**src/rtl/unpack_pkg.sv**
```systemverilog
// Shared constants, FSM state type and width helper for the symbol unpacker.
package unpack_pkg;

   localparam int unsigned SYM_W = 2;
   localparam logic [SYM_W-1:0] IDLE_SYM = 2'd0;

   typedef enum logic {
      StIdle,
      StShift
   } state_e;

   // Width needed to hold a symbol count from 0 to syms inclusive.
   function automatic int unsigned cnt_w(input int unsigned syms);
      return $clog2(syms + 1);
   endfunction

endpackage

```
**src/rtl/symbol_unpacker_if.sv**
```systemverilog
// Word-in / symbol-out bus of the symbol unpacker; master is the word producer side.
interface symbol_unpacker_if
   import unpack_pkg::*;
#(
   parameter int unsigned SYMS_PER_WORD = 8
);

   localparam int unsigned CNT_W = cnt_w(SYMS_PER_WORD);

   logic [SYMS_PER_WORD*SYM_W-1:0] in_data;
   logic [CNT_W-1:0]               in_count;
   logic                           in_valid;
   logic                           in_ready;
   logic [SYM_W-1:0]               num;
   logic                           num_valid;
   logic                           sym_last;

   modport master (
      output in_data,
      output in_count,
      output in_valid,
      input  in_ready,
      input  num,
      input  num_valid,
      input  sym_last
   );

   modport slave (
      input  in_data,
      input  in_count,
      input  in_valid,
      output in_ready,
      output num,
      output num_valid,
      output sym_last
   );

endinterface

```
**src/rtl/sym_select.sv**
```systemverilog
// Combinational pick of symbol idx_i from a packed word.
// UNPACK_MSB_FIRST_EN: when defined, index 0 is the top symbol and indices descend.
module sym_select
   import unpack_pkg::*;
#(
   parameter int unsigned SYMS_PER_WORD = 8,
   localparam int unsigned IDX_W = $clog2(SYMS_PER_WORD)
) (
   input  logic [SYMS_PER_WORD*SYM_W-1:0] word_i,
   input  logic [IDX_W-1:0]               idx_i,
   output logic [SYM_W-1:0]               sym_o
);

   always_comb begin
      sym_o = IDLE_SYM;
      for (int unsigned i = 0; i < SYMS_PER_WORD; i++) begin
         if (idx_i == IDX_W'(i)) begin
`ifdef UNPACK_MSB_FIRST_EN
            sym_o = word_i[(SYMS_PER_WORD-1-i)*SYM_W +: SYM_W];
`else
            sym_o = word_i[i*SYM_W +: SYM_W];
`endif
         end
      end
   end

endmodule

```
**src/rtl/symbol_unpacker.sv**
```systemverilog
// Unpacks words of 2-bit symbols into a one-symbol-per-clock stream for the sequence detector.
// Symbol order is LSB-first unless UNPACK_MSB_FIRST_EN is defined (handled in sym_select).
module symbol_unpacker
   import unpack_pkg::*;
#(
   parameter int unsigned SYMS_PER_WORD = 8
) (
   input  logic               clk,
   input  logic               rst_n,
   symbol_unpacker_if.slave   bus
);

   localparam int unsigned CNT_W  = cnt_w(SYMS_PER_WORD);
   localparam int unsigned IDX_W  = $clog2(SYMS_PER_WORD);
   localparam int unsigned WORD_W = SYMS_PER_WORD * SYM_W;

   state_e             state_q, state_d;
   logic [CNT_W-1:0]   rem_q, rem_d;
   logic [IDX_W-1:0]   idx_q, idx_d;
   logic [WORD_W-1:0]  word_q, word_d;
   logic [SYM_W-1:0]   num_q, num_d;
   logic               num_valid_q, num_valid_d;
   logic               sym_last_q, sym_last_d;

   logic               in_ready;
   logic               accept;
   logic [CNT_W-1:0]   cnt_eff;
   logic [WORD_W-1:0]  sel_word;
   logic [IDX_W-1:0]   sel_idx;
   logic [SYM_W-1:0]   sel_sym;

   assign in_ready = (state_q == StIdle) || (rem_q == CNT_W'(1));
   assign accept   = bus.in_valid && in_ready;

   // On acceptance the first symbol comes straight from the incoming word.
   assign sel_word = accept ? bus.in_data : word_q;
   assign sel_idx  = accept ? '0 : idx_q;

   sym_select #(
      .SYMS_PER_WORD (SYMS_PER_WORD)
   ) u_sym_select (
      .word_i (sel_word),
      .idx_i  (sel_idx),
      .sym_o  (sel_sym)
   );

   always_comb begin
      cnt_eff = bus.in_count;
      if (bus.in_count == '0 || bus.in_count > CNT_W'(SYMS_PER_WORD)) begin
         cnt_eff = CNT_W'(SYMS_PER_WORD);
      end
   end

   always_comb begin
      state_d     = state_q;
      rem_d       = rem_q;
      idx_d       = idx_q;
      word_d      = word_q;
      num_d       = num_q;
      num_valid_d = num_valid_q;
      sym_last_d  = sym_last_q;

      if (accept) begin
         state_d     = StShift;
         word_d      = bus.in_data;
         rem_d       = cnt_eff;
         idx_d       = IDX_W'(1);
         num_d       = sel_sym;
         num_valid_d = 1'b1;
         sym_last_d  = (cnt_eff == CNT_W'(1));
      end else if (state_q == StShift) begin
         if (rem_q > CNT_W'(1)) begin
            num_d      = sel_sym;
            idx_d      = idx_q + IDX_W'(1);
            rem_d      = rem_q - CNT_W'(1);
            sym_last_d = (rem_q == CNT_W'(2));
         end else begin
            state_d     = StIdle;
            rem_d       = '0;
            idx_d       = '0;
            num_d       = IDLE_SYM;
            num_valid_d = 1'b0;
            sym_last_d  = 1'b0;
         end
      end
   end

   always_ff @(posedge clk or negedge rst_n) begin
      if (!rst_n) begin
         state_q     <= StIdle;
         rem_q       <= '0;
         idx_q       <= '0;
         word_q      <= '0;
         num_q       <= IDLE_SYM;
         num_valid_q <= 1'b0;
         sym_last_q  <= 1'b0;
      end else begin
         state_q     <= state_d;
         rem_q       <= rem_d;
         idx_q       <= idx_d;
         word_q      <= word_d;
         num_q       <= num_d;
         num_valid_q <= num_valid_d;
         sym_last_q  <= sym_last_d;
      end
   end

   assign bus.in_ready  = in_ready;
   assign bus.num       = num_q;
   assign bus.num_valid = num_valid_q;
   assign bus.sym_last  = sym_last_q;

endmodule

```
**src/flat_wrapper.sv**
```systemverilog
// flat-port wrapper written by rule: the top's interface ports become plain ports
module symbol_unpacker_flat import unpack_pkg::*;
#(
   parameter int unsigned SYMS_PER_WORD = 8
)
  (clk, rst_n, bus_in_data, bus_in_count, bus_in_valid, bus_in_ready, bus_num, bus_num_valid, bus_sym_last);
  symbol_unpacker_if #(.SYMS_PER_WORD(SYMS_PER_WORD)) bus_i ();
  input  logic clk;
  input  logic rst_n;
  input wire logic [$bits(bus_i.in_data)-1:0] bus_in_data;
  input wire logic [$bits(bus_i.in_count)-1:0] bus_in_count;
  input wire logic [$bits(bus_i.in_valid)-1:0] bus_in_valid;
  output wire logic [$bits(bus_i.in_ready)-1:0] bus_in_ready;
  output wire logic [$bits(bus_i.num)-1:0] bus_num;
  output wire logic [$bits(bus_i.num_valid)-1:0] bus_num_valid;
  output wire logic [$bits(bus_i.sym_last)-1:0] bus_sym_last;
  assign bus_i.in_data = bus_in_data;
  assign bus_i.in_count = bus_in_count;
  assign bus_i.in_valid = bus_in_valid;
  assign bus_in_ready = bus_i.in_ready;
  assign bus_num = bus_i.num;
  assign bus_num_valid = bus_i.num_valid;
  assign bus_sym_last = bus_i.sym_last;
  symbol_unpacker #(.SYMS_PER_WORD(SYMS_PER_WORD)) u_core (.clk(clk), .rst_n(rst_n), .bus(bus_i));
endmodule
```
**config.mk**
```make
export PLATFORM = sky130hd
export DESIGN_NAME = symbol_unpacker_flat
export DESIGN_NICKNAME = d
export VERILOG_FILES = /design/src/rtl/unpack_pkg.sv /design/src/rtl/symbol_unpacker_if.sv /design/src/rtl/sym_select.sv /design/src/rtl/symbol_unpacker.sv /design/src/flat_wrapper.sv
export SDC_FILE = /design/constraint.sdc
export NUM_CORES = 1
export LEC_CHECK = 0
export CAP_MARGIN = 20
export CORE_MARGIN = 2
export CORE_UTILIZATION = 54
export DETAILED_ROUTE_END_ITERATION = 12
export GPL_ROUTABILITY_DRIVEN = 0
export HOLD_SLACK_MARGIN = 0.08
export PLACE_DENSITY = 0.83
export SLEW_MARGIN = 20
export SYNTH_ARGS = -nofsm -noshare
export SYNTH_HDL_FRONTEND = slang
export SYNTH_SLANG_ARGS = --single-unit
export TNS_END_PERCENT = 20
```
**constraint.sdc**
```tcl
create_clock -name clk -period 3.2 [get_ports clk]
set_clock_uncertainty 0.05 [all_clocks]
set_input_delay 0.8 -clock clk [delete_from_list [all_inputs] [get_ports clk]]
set_output_delay 0.8 -clock clk [all_outputs]
set_load 0.1 [all_outputs]
```
### After elaboration in Yosys (flattened, before gate mapping)

Index checks and enable logic that the tools add are counted.

* $add $sub $neg: 2
* $lt $le $gt $ge: 2
* equality and inequality tests: 11
* multiplexer cells: 29
* bitwise gates (word level): 1
* reduce and logical (&&, ||, !) cells: 7

Operator list (number)
* 2-bit two-way mux: 11
* 16-bit two-way mux: 1
* 4-bit two-way mux: 4
* 3-bit == test, second input constant: 4
* 3-bit two-way mux: 4
* 1-bit two-way mux: 9
* 4-bit by 1-bit == test with 1-bit output, second input constant: 2
* 3-bit by 2-bit == test with 1-bit output, second input constant: 2
* 4-bit by 2-bit == test with 1-bit output, second input constant: 1
* 4-bit by 1-bit > comparator with 1-bit output, second input constant: 1
* 4-bit > comparator, second input constant: 1
* 4-bit logical NOT: 1
* 4-bit by 1-bit subtractor with 4-bit output, second input constant: 1
* 3-bit by 1-bit adder with 3-bit output, second input constant: 1
* 3-bit by 1-bit == test with 1-bit output, second input constant: 1
* 3-bit logical NOT: 1
* 1-bit logical OR: 2
* 2-bit by 1-bit != test with 1-bit output, second input constant: 1
* 2-bit AND reduction: 1
* 2-bit nonzero test: 1
* 1-bit logical AND: 1
* 1-bit NOT: 1

* register bits: 28
* input port bits: 23
* output and inout port bits: 5
* word-level logic and storage cells: 59

### Logic depth before layout (Yosys ltp)

* depth in word-level cells: 16
* gate-level depth with buffers: 7
* depth with buffers taken out: 6

### Cells and area by module

Synthesis repeated with hierarchy kept, for this count alone.

* cell total of the unflattened synthesis: 129
* area, all modules: 1545.2 sq um

By module, submodules not included
* symbol_unpacker: instances 1, cells each 112, area each 1371.3 sq um, sequential area each 700.7 sq um
* sym_select: instances 1, cells each 17, area each 173.9 sq um, sequential area each 0.0 sq um

### Least setup slack after synthesis

No wires, ideal clock.

* path kind: register to output
* from: register u_core.rem_q[1]
* to: output port bus_in_ready
* arrival: 1.668 ns
* slack: 0.682 ns
* cell stages (with the launch flop): 5
* path buffers: 0
* path through: dfrtp_1 -> inv_1 -> ha_1 -> or3b_1 -> nand2_1

* longest elaborated chain between the ends: 2

RTL lines
* start: declaration: RTL line symbol_unpacker.sv:18 `logic [CNT_W-1:0] rem_q, rem_d;`
* start signal: assignment: RTL line symbol_unpacker.sv:99 `rem_q <= rem_d;`
* 4-bit by 1-bit == test with 1-bit output: RTL line symbol_unpacker.sv:32 `assign in_ready = (state_q == StIdle) || (rem_q == CNT_W'(1));`
* 1-bit logical OR: RTL line symbol_unpacker.sv:32
* end: declaration: RTL line flat_wrapper.sv:13 `output wire logic [$bits(bus_i.in_ready)-1:0] bus_in_ready;`

No other way between the ends.

### Final worst setup path

Same ends and word-level chain as after synthesis.

==> metrics.txt <==
Nets=210; leading cell types in the layout, fill and taps excluded=nand2_1 (59), dfrtp_1 (28), clkdlybuf4s50_1 (22); Tot GR Track Use=23.9%; most common cell after layout, fill and taps aside=nand2_1; syn_area_per_cell=9.09 um2; clock sinks=28; PnR worst setup slack=0.527 ns; Post-synth top flop=dfrtp_1; Antenna Cells=0; total chip power=1.67 mW; M2 GR Usage=40.5%; CTS tree=yes; DIE AREA=0.00303 mm2; Fill cells=206; Final setup viols=0; Syn-to-layout area delta=21.0%; placed cell areas=0.00168 mm2; grt total ovfl=0; Reg-to-Reg End=u_core.rem_q[0]; Max Slew Vio Count=0; Fin Setup TNS=0 ns; drt pass-1 iters=4; critical path, cell by cell=inv_1 -> ha_1 -> or3b_1 -> nand2_1 -> buf_4; final instance area=0.00171 mm2; H-Tree Depth=1; RSZ-0062 raised after global routing=false; HPWL after DPL=2.30 mm; Critical Path Max Stage Delay=0.42 ns; min-delay worst type=reg -> reg; unique cell type count in the Yosys netlist=37; Seq. cell area=701 um2; warnings from Yosys=0; CTS clk-pin slew, worst paths=0.14 ns; Power Internal=875 uW; FF-to-FF path depth=6; r2r setup slk=1.04 ns; area occupied by multi-input gates=653 um2; CP Class=reg -> out; Routed WL per cell=14.6 um; Via Count=1184; proportion of layout cells with a drive suffix above 1=9.39%; run status=completed; Worst Hold Path EP=u_core.bus.num_valid; Rel. slew slack=34.1%; worst hold start=u_core.bus.num_valid; dpl ws=0.784 ns; clk_lat worst skew=0.33 ns; Peak VDD IR=0.712 mV; Die Ht=55.1 um; Psw=796 uW; post-CTS sizing=0; Iteration-0 DRC Markers=12; largest net degree at the start of global routing=29; Flop pwr share=40.7%; met3 Use GR=4.03%; row count=18; WL final=3.08 mm; CP Capture Type=primary output; vias in the first global route=1192; Finished Core Util=68.8%; ys async rst share=100%; startpoint types=flip-flop; DR DRC count=0; cells after synthesis=155; worst path bufs/invs=2; Starting Density=56.9%; Switching Fraction=47.6%; crit path DAT=1.82 ns; crit path max fanout=3; highest clock rate=374 MHz; CTS Buf Count=3; hold depth=1; RR Startpoint=u_core.rem_q[0]; final hold vios=0; register area share after synthesis=49.7%; register bit total from synthesis=28; IO Pins=28; hold slack=0.444 ns; cts hold-fix bufs=0; Req. time, crit path=2.35 ns; Slowest cell on crit path=dfrtp_1; wire length of the first global-routing pass=5.07 mm; cell area after synthesis=0.00141 mm2; met1 Track Usage GR=29.8%; Die Width=55.1 um; Post-CTS Setup Bufs=0; Via-to-Cell Ratio=5.61; Core ar.=0.00248 mm2; Max clock buf depth=2; CTS root buf=clkbuf_4; static leakage=0.820 nW; Syn Nets=182; max cap viols=0; Post-synth EDFFs=0; IO Port Bufs=27; antenna violations before repair=0; Cells after DPL=208; Power Density=980 mW/mm2; post-route minimum period=2.67 ns; Combinational Power Share=50.4%; clock power share=8.8%; Routed Antenna Nets=0; CP delay by family, top=simple AND/OR/NAND/NOR gates; final cell count without fillers=211; Worst-Margin Slew=0.980 ns; period utilisation layout=83.5%; layer with the highest usage=met2
## per-layer routing
layer / vias up / share of wire (%)
met5: - / 0
met4: 0 / 2.0
met3: 9 / 3.1
met2: 26 / 50
met1: 570 / 44
li1: 579 / -
## flip-flops by register name (all words and copies together), names as in the netlist
name	count
u_core.bus.num	2
u_core.bus.num_valid	1
u_core.bus.sym_last	1
u_core.idx_q	3
u_core.rem_q	4
u_core.state_q	1
u_core.word_q	16
## cell usage after synthesis, types with 2 or more instances
cell | count | area [um2]
o31ai_1 | 2 | 15.0
a21oi_1 | 2 | 10.0
nand3_1 | 3 | 15.0
inv_1 | 4 | 15.0
dfrtp_1 | 28 | 701
o22ai_1 | 2 | 12.5
a21o_1 | 2 | 15.0
nand2_1 | 59 | 221
a221o_1 | 2 | 20.0
nor3b_1 | 2 | 15.0
o21ai_0 | 4 | 20.0
clkbuf_1 | 2 | 7.51
nor2_1 | 8 | 30.0
nand3b_1 | 2 | 15.0
mux2i_1 | 4 | 40.0
nor3_1 | 4 | 20.0
buf_2 | 2 | 10.0
ha_1 | 4 | 50.1
## worst max path at each step
stage / from / endpoint / slack (ns) / depth (start not counted)
after global routing: u_core.rem_q[1] / bus_in_ready / 0.42 / 5
final: u_core.rem_q[1] / bus_in_ready / 0.53 / 5
after CTS: u_core.rem_q[1] / bus_in_ready / 0.54 / 5
after floorplan: u_core.rem_q[1] / bus_in_ready / 0.68 / 4
after detailed placement: bus_in_valid / u_core.rem_q[0] / 0.78 / 4
after global placement: bus_in_valid / u_core.rem_q[2] / 0.83 / 4
## power by group through the flow
stage / logic, mW / clock network (mW) / registers, mW
6_report: 0.843 / 0.147 / 0.680
3_3_place_gp: 0.807 / 0 / 0.680
3_5_place_dp: 0.842 / 0 / 0.687
5_1_grt: 0.926 / 0.167 / 0.705
2_1_floorplan: 0.562 / 0 / 0.758
4_1_cts: 0.846 / 0.145 / 0.678
## cell families after synthesis
| kind of cell | count (synthesis) | share of synthesized area [%] |
|---|---|---|
| buffers and inverters | 11 | 3.91 |
| flip-flops | 28 | 49.7 |
| AO/OA/AOI/OAI | 23 | 12.3 |
| adder cells (fa/ha/maj) | 4 | 3.55 |
| AND/OR/NAND/NOR | 84 | 26.0 |
| multiplexers | 5 | 4.44 |
## final cells by class
cell class	instances	area share, %
flip-flops and latches	28	41.1
well taps	30	2.20
inverters	5	1.10
clock buffers	3	1.32
multi-input cells	116	38.3
repair buffers	29	16.0
Note: power is estimated with default switching activity, not from simulation.
==> RTL change, RTL diff (same settings) <==
`SYMS_PER_WORD` is set to 8 in 4 places; all go to 16.
--- a/src/rtl/symbol_unpacker_if.sv
+++ b/src/rtl/symbol_unpacker_if.sv
@@ -2,7 +2,7 @@
 interface symbol_unpacker_if
    import unpack_pkg::*;
 #(
-   parameter int unsigned SYMS_PER_WORD = 8
+   parameter int unsigned SYMS_PER_WORD = 16
 );
 
    localparam int unsigned CNT_W = cnt_w(SYMS_PER_WORD);
--- a/src/rtl/sym_select.sv
+++ b/src/rtl/sym_select.sv
@@ -3,7 +3,7 @@
 module sym_select
    import unpack_pkg::*;
 #(
-   parameter int unsigned SYMS_PER_WORD = 8,
+   parameter int unsigned SYMS_PER_WORD = 16,
    localparam int unsigned IDX_W = $clog2(SYMS_PER_WORD)
 ) (
    input  logic [SYMS_PER_WORD*SYM_W-1:0] word_i,
--- a/src/rtl/symbol_unpacker.sv
+++ b/src/rtl/symbol_unpacker.sv
@@ -3,7 +3,7 @@
 module symbol_unpacker
    import unpack_pkg::*;
 #(
-   parameter int unsigned SYMS_PER_WORD = 8
+   parameter int unsigned SYMS_PER_WORD = 16
 ) (
    input  logic               clk,
    input  logic               rst_n,
--- a/src/flat_wrapper.sv
+++ b/src/flat_wrapper.sv
@@ -1,7 +1,7 @@
 // flat-port wrapper written by rule: the top's interface ports become plain ports
 module symbol_unpacker_flat import unpack_pkg::*;
 #(
-   parameter int unsigned SYMS_PER_WORD = 8
+   parameter int unsigned SYMS_PER_WORD = 16
 )
   (clk, rst_n, bus_in_data, bus_in_count, bus_in_valid, bus_in_ready, bus_num, bus_num_valid, bus_sym_last);
   symbol_unpacker_if #(.SYMS_PER_WORD(SYMS_PER_WORD)) bus_i ();
Ports: changed (resized bus_in_count and bus_in_data); port bits go from 28 to 45. The function was not compared with the original's and may differ.
==> RTL change against the original RTL <==
- combinational power is 61% higher
- wire length increased by 72%
- sequential cell count grew 18
- final area up 75%
- sequential power increased by 69%
- core utilization is 0.30 points lower
- worst setup slack better by 0.027 ns
- total power up 72%
- area after synthesis up 74%
- highest routed layer unchanged
==> RTL change: results (changes against the original RTL) <==
Status: finished clean
CTS Root Cell: clkbuf_8
Initial antenna violation count: 0 (unchanged)
H-Tree Depth: 2 (+1)
Share of synthesized flip-flops with an asynchronous set or reset: 100.0% (unchanged)
DPL Wire Length: 3613 um (+57%)
Ys flop type: dfrtp_1
Crit-path slowest cell: or4b_4
Placed Area: 2890 um^2 (+72%)
Top Family by Delay on Critical Path: simple AND/OR/NAND/NOR gates
Synthesized Nets: 335 (+84%)
Vias in the first global route: 1985 (+67%)
Detailed Routing Iterations Pass 1: 4 (unchanged)
Global-route wire length before repair: 9177 um (+81%)
Max VDD drop: 0.5389 mV (-24%)
Largest regs: u_core.word_q (32), u_core.rem_q (5), u_core.idx_q (4)
Crit-path max FO: 5 (+2)
Nets: 372 (+77%)
Via Count: 2137 (+80%)
CTS max path bufs: 2 (unchanged)
Synth cell count leaders: nand2_1 (107), dfrtp_1 (46), o21ai_0 (19)
Final wirelength: 5306 um (+72%)
Worst-Skew Late Latency: 0.30 ns (-0.03 ns)
Quantity of gates resized following cts: 0 (unchanged)
Buffers on Ports: 44 (+63%)
Layout cells sized above 1: 7.622% (-1.8 points)
Synth warn: 0 (unchanged)
Hold/Removal Path Class: flip-flop to flip-flop
Largest net degree at the start of global routing: 47 (+62%)
Initial drt markers: 285 (+273)
Synth area leaders: dfrtp_1 (47%), nand2_1 (16%), o21ai_0 (3.9%)
CTS buffer count: 5 (+2)
Final antenna diode count: 0 (unchanged)
GRT Resource Usage Total: 23.02% (-0.83 points)
CP Data Arrival Time: 1.80 ns (-0.02 ns)
Post-CTS Setup Inserts: 0 (unchanged)
P_leak: 1.397 nW (+70%)
Clock slew at reported path FFs: 0.08 ns (-0.06 ns)
Worst-Margin Slew: 0.8428 ns (-0.1374 ns)
Post-synthesis sequential area ratio: 47.03% (-2.7 points)
Worst path max stage delay: 0.49 ns (+0.07 ns)
Synth cell types: 47 (+27%)
Filler cell count in the final layout: 372 (+81%)
Most frequent cell after synthesis: nand2_1
RTL change: cells by family after synthesis:
kind of cell	share of synthesized area, %
mux	3.374
flops	47.03
simple gates	26.02
compound gates	15.85
buf+inv	5.164
fa+ha+maj	2.556
RTL change: stage by stage:
step,std cells,util [%],worst slack (ns)
floorplan,290,-,0.6041
global placement,372,66.38,0.5813
detailed placement,372,66.38,0.4200
CTS,380,68.48,0.5561
global route,380,68.53,0.4768
finish,380,68.53,0.5541
RTL change: final timing paths:
| check | start | endpoint | slack (ns) | depth (start not counted) |
|---|---|---|---|---|
| setup / recovery | u_core.rem_q[1] | bus_in_ready | 0.55 | 5 |
| hold / removal | u_core.word_q[22] | u_core.word_q[22] | 0.43 | 2 |
| setup reg to reg | u_core.rem_q[1] | u_core.rem_q[4] | 0.94 | 8 |
| hold reg to reg | u_core.word_q[22] | u_core.word_q[22] | 0.43 | 2 |
| max in group asynchronous | rst_n | u_core.word_q[31] | 2.28 | 1 |
| min in group asynchronous | rst_n | u_core.word_q[8] | 0.44 | 1 |
RTL change: report_power, final:
part           switching, W  internal [W]  leakage (nW)
registers          0.000296      0.000854         0.571
clock network      0.000192      0.000174        0.0482
logic              0.000797      0.000560         0.777
total               0.00129       0.00159          1.40
RTL change: final cells by class:
type | count | area share [%]
clock buffer | 7 | 2.893
clock inverter | 1 | 0.1677
inverter | 7 | 0.8805
multi-input combinational | 219 | 39.20
sequential | 46 | 38.57
tap | 52 | 2.180
timing repair buffer | 48 | 16.10
RTL change: metal layers:
| layer | up-vias | share of wire (%) | global-route usage (%) |
|---|---|---|---|
| met5 | - | 0 | 0 |
| met4 | 0 | 1.8 | 9.015 |
| met3 | 9 | 5.3 | 4.219 |
| met2 | 63 | 48 | 36.63 |
| met1 | 1008 | 45 | 31.45 |
| li1 | 1057 | - | - |
RTL change: worst min-delay path, delay by kind of cell (launching register included):
family / cells / cell delay [ns]
AND/OR/NAND/NOR: 2 / 0.10
flip-flops: 1 / 0.35
